===== src/rtl/fetch_unit.sv =====
// RV32 instruction fetch stage: owns the PC and streams fixed-latency imem responses
// through a 2-entry buffer to decode, with redirect and squash of stale words.
module fetch_unit #(
    parameter logic [31:0] RESET_PC = 32'h0000_0000
) (
    input  logic        clock,
    input  logic        reset,
    input  logic        ctrlFetch,
    input  logic [31:0] newPC,
    input  logic        halt,
    output logic        imem_req,
    output logic [31:0] imem_addr,
    input  logic [31:0] imem_rdata,
    output logic [31:0] instr,
    output logic [31:0] instr_pc,
    output logic        instr_valid,
    input  logic        instr_ready
);

    logic [31:0] fetch_pc_q, fetch_pc_d;
    logic [31:0] buf_instr_q [2];
    logic [31:0] buf_pc_q    [2];
    logic        wr_ptr_q, wr_ptr_d;
    logic        rd_ptr_q, rd_ptr_d;
    logic [1:0]  count_q, count_d;
    logic        inflight_q, inflight_d;
    logic [31:0] inflight_pc_q, inflight_pc_d;
    logic        squash_q, squash_d;

    logic        pop;
    logic        push;
    logic [2:0]  occupancy;

    always_comb begin
        instr_valid = (count_q != 2'd0) && !halt;
        pop         = instr_valid && instr_ready;
        // Buffered plus outstanding words, after this cycle's hand-off.
        occupancy   = {1'b0, count_q} + {2'b00, inflight_q} - {2'b00, pop};
        imem_req    = !reset && (occupancy < 3'd2);
        imem_addr   = fetch_pc_q;
        instr       = (count_q != 2'd0) ? buf_instr_q[rd_ptr_q] : 32'h0;
        instr_pc    = (count_q != 2'd0) ? buf_pc_q[rd_ptr_q]    : 32'h0;
        // A response landing in a redirect cycle belongs to the old stream.
        push        = inflight_q && !squash_q && !ctrlFetch;
    end

    always_comb begin
        fetch_pc_d    = fetch_pc_q;
        wr_ptr_d      = wr_ptr_q;
        rd_ptr_d      = rd_ptr_q;
        count_d       = count_q;
        inflight_d    = imem_req;
        inflight_pc_d = inflight_pc_q;
        squash_d      = squash_q;

        if (imem_req) begin
            fetch_pc_d    = fetch_pc_q + 32'd4;
            inflight_pc_d = fetch_pc_q;
        end
        if (inflight_q && squash_q) begin
            squash_d = 1'b0;
        end
        if (push) begin
            wr_ptr_d = ~wr_ptr_q;
        end
        if (pop) begin
            rd_ptr_d = ~rd_ptr_q;
        end
        case ({push, pop})
            2'b10:   count_d = count_q + 2'd1;
            2'b01:   count_d = count_q - 2'd1;
            default: count_d = count_q;
        endcase

        if (ctrlFetch) begin
            count_d    = 2'd0;
            wr_ptr_d   = 1'b0;
            rd_ptr_d   = 1'b0;
            fetch_pc_d = {newPC[31:2], 2'b00};
            // The request issued this cycle still returns next cycle and must be dropped.
            squash_d   = imem_req;
        end
    end

    always_ff @(posedge clock) begin
        if (reset) begin
            fetch_pc_q    <= RESET_PC;
            wr_ptr_q      <= 1'b0;
            rd_ptr_q      <= 1'b0;
            count_q       <= 2'd0;
            inflight_q    <= 1'b0;
            inflight_pc_q <= 32'h0;
            squash_q      <= 1'b0;
        end else begin
            fetch_pc_q    <= fetch_pc_d;
            wr_ptr_q      <= wr_ptr_d;
            rd_ptr_q      <= rd_ptr_d;
            count_q       <= count_d;
            inflight_q    <= inflight_d;
            inflight_pc_q <= inflight_pc_d;
            squash_q      <= squash_d;
        end
    end

    // Storage is not reset; count gates every read of it.
    always_ff @(posedge clock) begin
        if (push && !reset) begin
            buf_instr_q[wr_ptr_q] <= imem_rdata;
            buf_pc_q[wr_ptr_q]    <= inflight_pc_q;
        end
    end

endmodule


===== config.mk =====
export PLATFORM = sky130hd
export DESIGN_NAME = fetch_unit
export DESIGN_NICKNAME = d
export VERILOG_FILES = /design/src/rtl/fetch_unit.sv
export SDC_FILE = /design/constraint.sdc
export NUM_CORES = 1
export LEC_CHECK = 0
export CAP_MARGIN = 15
export CORE_ASPECT_RATIO = 2
export CORE_MARGIN = 1
export CORE_UTILIZATION = 51
export CTS_BUF_LIST = sky130_fd_sc_hd__clkbuf_8 sky130_fd_sc_hd__clkbuf_16
export DETAILED_ROUTE_END_ITERATION = 7
export HOLD_SLACK_MARGIN = 0.03
export PLACE_DENSITY = 0.8
export SETUP_SLACK_MARGIN = 0.4
export SYNTH_ARGS = -nofsm -noshare
export SYNTH_HDL_FRONTEND = slang
export SYNTH_SLANG_ARGS = --single-unit

===== constraint.sdc =====
create_clock -name clock -period 8.3 [get_ports clock]
set_clock_uncertainty 0.15 [all_clocks]
set_input_delay 0.83 -clock clock [delete_from_list [all_inputs] [get_ports clock]]
set_output_delay 0.83 -clock clock [all_outputs]
set_load 0.1 [all_outputs]

Word level (Yosys, flattened, before mapping)
Memories as Yosys holds them, arrays and structs flattened. A register that Yosys moved wholly into a read port is not among the register bits.
Index checks and enable logic that the tools add are counted.
{"block": "word_totals", "ff_bits": 70, "mem_bits_rw": 128, "input_bits": 69, "out_inout_bits": 98, "wordCells": 49, "memories": 2}
{"memory": "buf_instr_q", "words": 2, "width": 32, "rd": 1, "rd_clocked_by_memory_dff": 1, "write_ports": 1, "line": "21", "source": "logic [31:0] buf_instr_q [2];"}
{"memory": "buf_pc_q", "words": 2, "width": 32, "rd": 1, "rd_clocked_by_memory_dff": 1, "write_ports": 1, "line": "22", "source": "logic [31:0] buf_pc_q [2];"}
{"block": "op_classes", "add_sub_neg": 5, "order_cmp": 1, "eq_ne": 2, "mux": 13, "n_bitwise": 2, "n_reduce_logical": 16}
{"cell": "32-bit 2-to-1 mux", "count": 4}
{"cell": "32-bit by 3-bit adder with 32-bit output (second input constant)", "count": 1}
{"cell": "1-bit 2-to-1 mux", "count": 8}
{"cell": "2-bit nonzero test", "count": 4}
{"cell": "1-bit logical AND", "count": 7}
{"cell": "1-bit logical NOT", "count": 4}
{"cell": "2-bit case mux with 2 select lines", "count": 1}
{"cell": "2-bit by 1-bit adder with 3-bit output", "count": 1}
{"cell": "3-bit by 2-bit less-than comparator with 1-bit output (second input constant)", "count": 1}
{"cell": "3-bit by 1-bit subtractor with 3-bit output", "count": 1}
{"cell": "2-bit by 1-bit adder with 2-bit output (second input constant)", "count": 1}
{"cell": "2-bit by 1-bit == test with 1-bit output (second input constant)", "count": 1}
{"cell": "2-bit == test (second input constant)", "count": 1}
{"cell": "1-bit inverter", "count": 2}
{"cell": "2-bit OR reduction", "count": 1}
{"cell": "2-bit by 1-bit subtractor with 2-bit output (second input constant)", "count": 1}

Longest topological paths before layout
{"block": "logic_depth", "word_depth": 8, "mapped_depth": 12, "depth_no_buf": 11}

Worst setup path after synthesis
No wires, ideal clock.
{"block": "synth_timing", "path_type": "input to register", "start": "input ctrlFetch", "end": "memory buf_instr_q[1][0] (enable)", "setup_ps": 571, "arrival_time_ps": 5848, "t_required_ps": 7579, "slack_ps": 1730, "cell_stages": 3, "n_path_buf": 1, "cell_sequence": "or3_1 -> clkbuf_1 -> nor3b_1"}
{"block": "synth_between", "elab_chain_cells": 5}
{"item": "start, declared", "line": "8", "source": "input logic ctrlFetch,"}
{"item": "1-bit logical NOT", "line": "44", "source": "push = inflight_q && !squash_q && !ctrlFetch;"}
{"item": "1-bit logical AND", "line": "44"}
{"item": "1-bit logical AND", "line": "107", "source": "if (push && !reset) begin"}
{"item": "1-bit 2-to-1 mux", "line": "107"}
{"item": "1-bit 2-to-1 mux (implied by the code)", "line": "108", "source": "buf_instr_q[wr_ptr_q] <= imem_rdata;"}
{"item": "end, declared", "line": "21"}
Every way passes these cells.

Final worst setup path
{"block": "layout_timing", "start": "register count_q[1]", "end": "output imem_req"}
{"block": "layout_between", "elab_chain_cells": 6, "elab_cells_between_ends": 7, "cone_classes": "2 x add/sub; 1 x order compare; 4 x reduce/logical"}
{"item": "start, declared", "line": "25", "source": "logic [1:0] count_q, count_d;"}
{"item": "start signal, assigned", "line": "98", "source": "count_q <= count_d;"}
{"item": "2-bit nonzero test", "line": "35", "source": "instr_valid = (count_q != 2'd0) && !halt;"}
{"item": "1-bit logical AND", "line": "35"}
{"item": "1-bit logical AND", "line": "36", "source": "pop = instr_valid && instr_ready;"}
{"item": "via pop", "line": "30", "source": "logic pop;"}
{"item": "3-bit by 1-bit subtractor with 3-bit output", "line": "38", "source": "occupancy = {1'b0, count_q} + {2'b00, inflight_q} - {2'b00, pop};"}
{"item": "3-bit by 2-bit less-than comparator with 1-bit output", "line": "39", "source": "imem_req = !reset && (occupancy < 3'd2);"}
{"item": "1-bit logical AND", "line": "39"}
{"item": "end, declared", "line": "11", "source": "output logic imem_req,"}
The timed path passes the listed nets, and every way through them passes these cells.

==> results_dict.tcl <==
set metrics [dict create \
    cts.repair.resized 0 \
    root_buffer "clkbuf_16" \
    worst_slack_ns 2.37 \
    muxShareOfSynthArea_pct 8.17 \
    crit_path_end_kind "primary output" \
    drv_slew 0 \
    nNetsFinal 876 \
    synthArstFlopShare_pct 0 \
    grt_max_degree 67 \
    total_leakage_power_nw 3.49 \
    synth_edf_count 124 \
    cts_tree "done" \
    postSynthAreaPerCell_um2 12.1 \
    yosysSeqAreaShare_pct 63.6 \
    cp_data_arrival_time_ns 4.95 \
    layout_commonest_cell "clkdlybuf4s50_1" \
    drive_gt1_share_pct 7.72 \
    max_stage_delay_ns 1.15 \
    grt_pass1_vias 5410 \
    antenna_found_initial 0 \
    synth-adder-area-share_pct 0.723 \
    wire_per_inst_um 16.1 \
    ys_warn_count 0 \
    finalCritPeriodShare_pct 71.4 \
    crit_family "buffers and inverters" \
    cp_max_fo 63 \
    crit_buf_inv 3 \
    dieWidth_um 90.4 \
    grt_first_pass_wirelength_um 26000 \
    cts_setup_buffers 0 \
    drt-initial-drc-count 198 \
    final_util_pct 67.1 \
    worstMarginPinSlew_ns 1.06 \
    dp_hpwl_um 11000 \
    vdd_ir_drop_max_uv 145 \
    ios 167 \
    critical_path.cell_chain "nor2_4, buf_4, nor2_1, and2_1, ha_1, nand2b_1, fa_1, xnor2_4, nand3b_1, inv_1, clkdlybuf4s50_1" \
    wl_um 16300 \
    synth-compound-area-share_pct 5.94 \
    die_h_um 179 \
    maxCapViolCount 0 \
    portBuffers 160 \
    clk_pin_slew_ns 0.07 \
    synthXorXnorAreaFrac_pct 3.53 \
    cts_hold_buf 0 \
    syn-cell-area_mm2 0.00797 \
    ant_nets 0 \
    cp-start-kind "flip-flop" \
    dieArea_mm2 0.0162 \
    via_count 5334 \
    fmax_mhz 169 \
    routabilityCongestion 0.790 \
    clkSinkCount 191 \
    cts_max_path_buffers 2 \
    relSlewSlack_pct 29.3 \
    cts_buffers 17 \
    place_ws_ns 2.66 \
    status "finished clean" \
    finalSetupViolations 0 \
    worstSkewPairLatency_ns 0.42 \
    hold_path.class "flip-flop to flip-flop" \
    netlist_instances 658 \
    core_mm2 0.0153 \
    synth_top_family_by_area "simple AND/OR/NAND/NOR gates" \
    required_ns 7.32 \
    track_usage_pct 20.8 \
    cp_slowest_cell "clkdlybuf4s50_1" \
    fin_setup_tns_ns 0 \
    drc 0 \
    power.density_mw_per_mm2 207 \
    vias_per_cell 5.26 \
    dr.pass1.iters 4 \
    rows 64 \
    critical_path_class "flip-flop to primary output" \
    rsz0062_at_grt "false" \
    mostFrequentLayoutCells "clkdlybuf4s50_1, edfxtp_1, nand2_1" \
    ys_ff_latch 191 \
    synth.distinct_cells 45 \
    overflow 0 \
    antenna_cells 0 \
    dominantRegCellSynth "edfxtp_1" \
    period_minus_slack_ns 5.93 \
    area_delta_synth_final_pct 28.9 \
    ctsHtreeMaxLevel 4 \
    start_util_pct 52.1 \
    synthSimpleGateAreaFrac_pct 14.4 \
    hold_viol_final 0 \
]
## state kept, by name (all words and copies together), names as in the netlist, named ones only
| signal | count |
|---|---|
| buf_instr_q | 64 |
| buf_pc_q | 60 |
| imem_addr | 30 |
| inflight_pc_q | 30 |
| count_q | 2 |
| inflight_q | 1 |
| rd_ptr_q | 1 |
| squash_q | 1 |
| wr_ptr_q | 1 |
## metrics by stage
stage	std cells	hold WS, ns	power [mW]	area [um2]
2_1_floorplan	661	0.275	1.29	7980
3_3_place_gp	981	0.283	1.37	9670
3_5_place_dp	981	0.287	1.38	9670
4_1_cts	1013	0.303	2.14	10200
5_1_grt	1014	0.327	2.20	10300
6_report	1014	0.306	2.13	10300
## logic make-up (layout without fill, tap and decap cells)
kind of cell             Yosys count  count (layout)
AND/OR/NAND/NOR                  221             221
flip-flops                       191             191
AO/OA/AOI/OAI                     81              81
multiplexers                      65              65
buffers and inverters             65             220
XOR/XNOR                          30              30
adder cells (fa/ha/maj)            4               4
other                              1               4
## path summary, 6_finish.rpt
check | start | endpoint | slack [ns] | cells after the start
worst max-delay path | count_q[1] | imem_req | 2.37 | 11
worst max register to register | count_q[1] | imem_addr[30] | 3.90 | 12
worst min-delay path | inflight_pc_q[20] | buf_pc_q[1][20] | 0.31 | 0
worst min register to register | inflight_pc_q[20] | buf_pc_q[1][20] | 0.31 | 0
## routing by layer
layer,GRT usage (%),wire (um)
met1,21.6,6010
met2,40.2,9250
met3,2.54,543
met4,11.2,488
met5,0,0
## layout make-up
class / instances / area (um2)
clock buffers: 20 / 489
clock inverters: 12 / 78.8
fillers: 1136 / 5030
inverters: 22 / 82.6
multi-input cells: 405 / 2650
flip-flops and latches: 191 / 5070
well taps: 198 / 248
repair buffers: 166 / 1660
## synthesized netlist by cell type, types with 6 or more instances
cell type	number	area share, %
a21oi_1	51	3.2
buf_1	7	0.33
clkbuf_1	24	1.1
dfxtp_1	67	17
edfxtp_1	124	47
inv_1	22	1.0
mux2i_1	65	8.2
nand2_1	75	3.5
nand3_1	10	0.63
nand4_1	6	0.47
nor2_1	73	3.4
nor3_1	11	0.69
nor4_2	9	1.4
o21a_1	17	1.6
xnor2_1	16	1.8
xor2_1	13	1.4
## power breakdown
part	switching (mW)	leakage (nW)	internal [mW]
Sequential	0.0296	1.70	1.04
Combinational	0.205	1.50	0.0872
Clock	0.337	0.288	0.428
(Power assumes the default switching activity.)
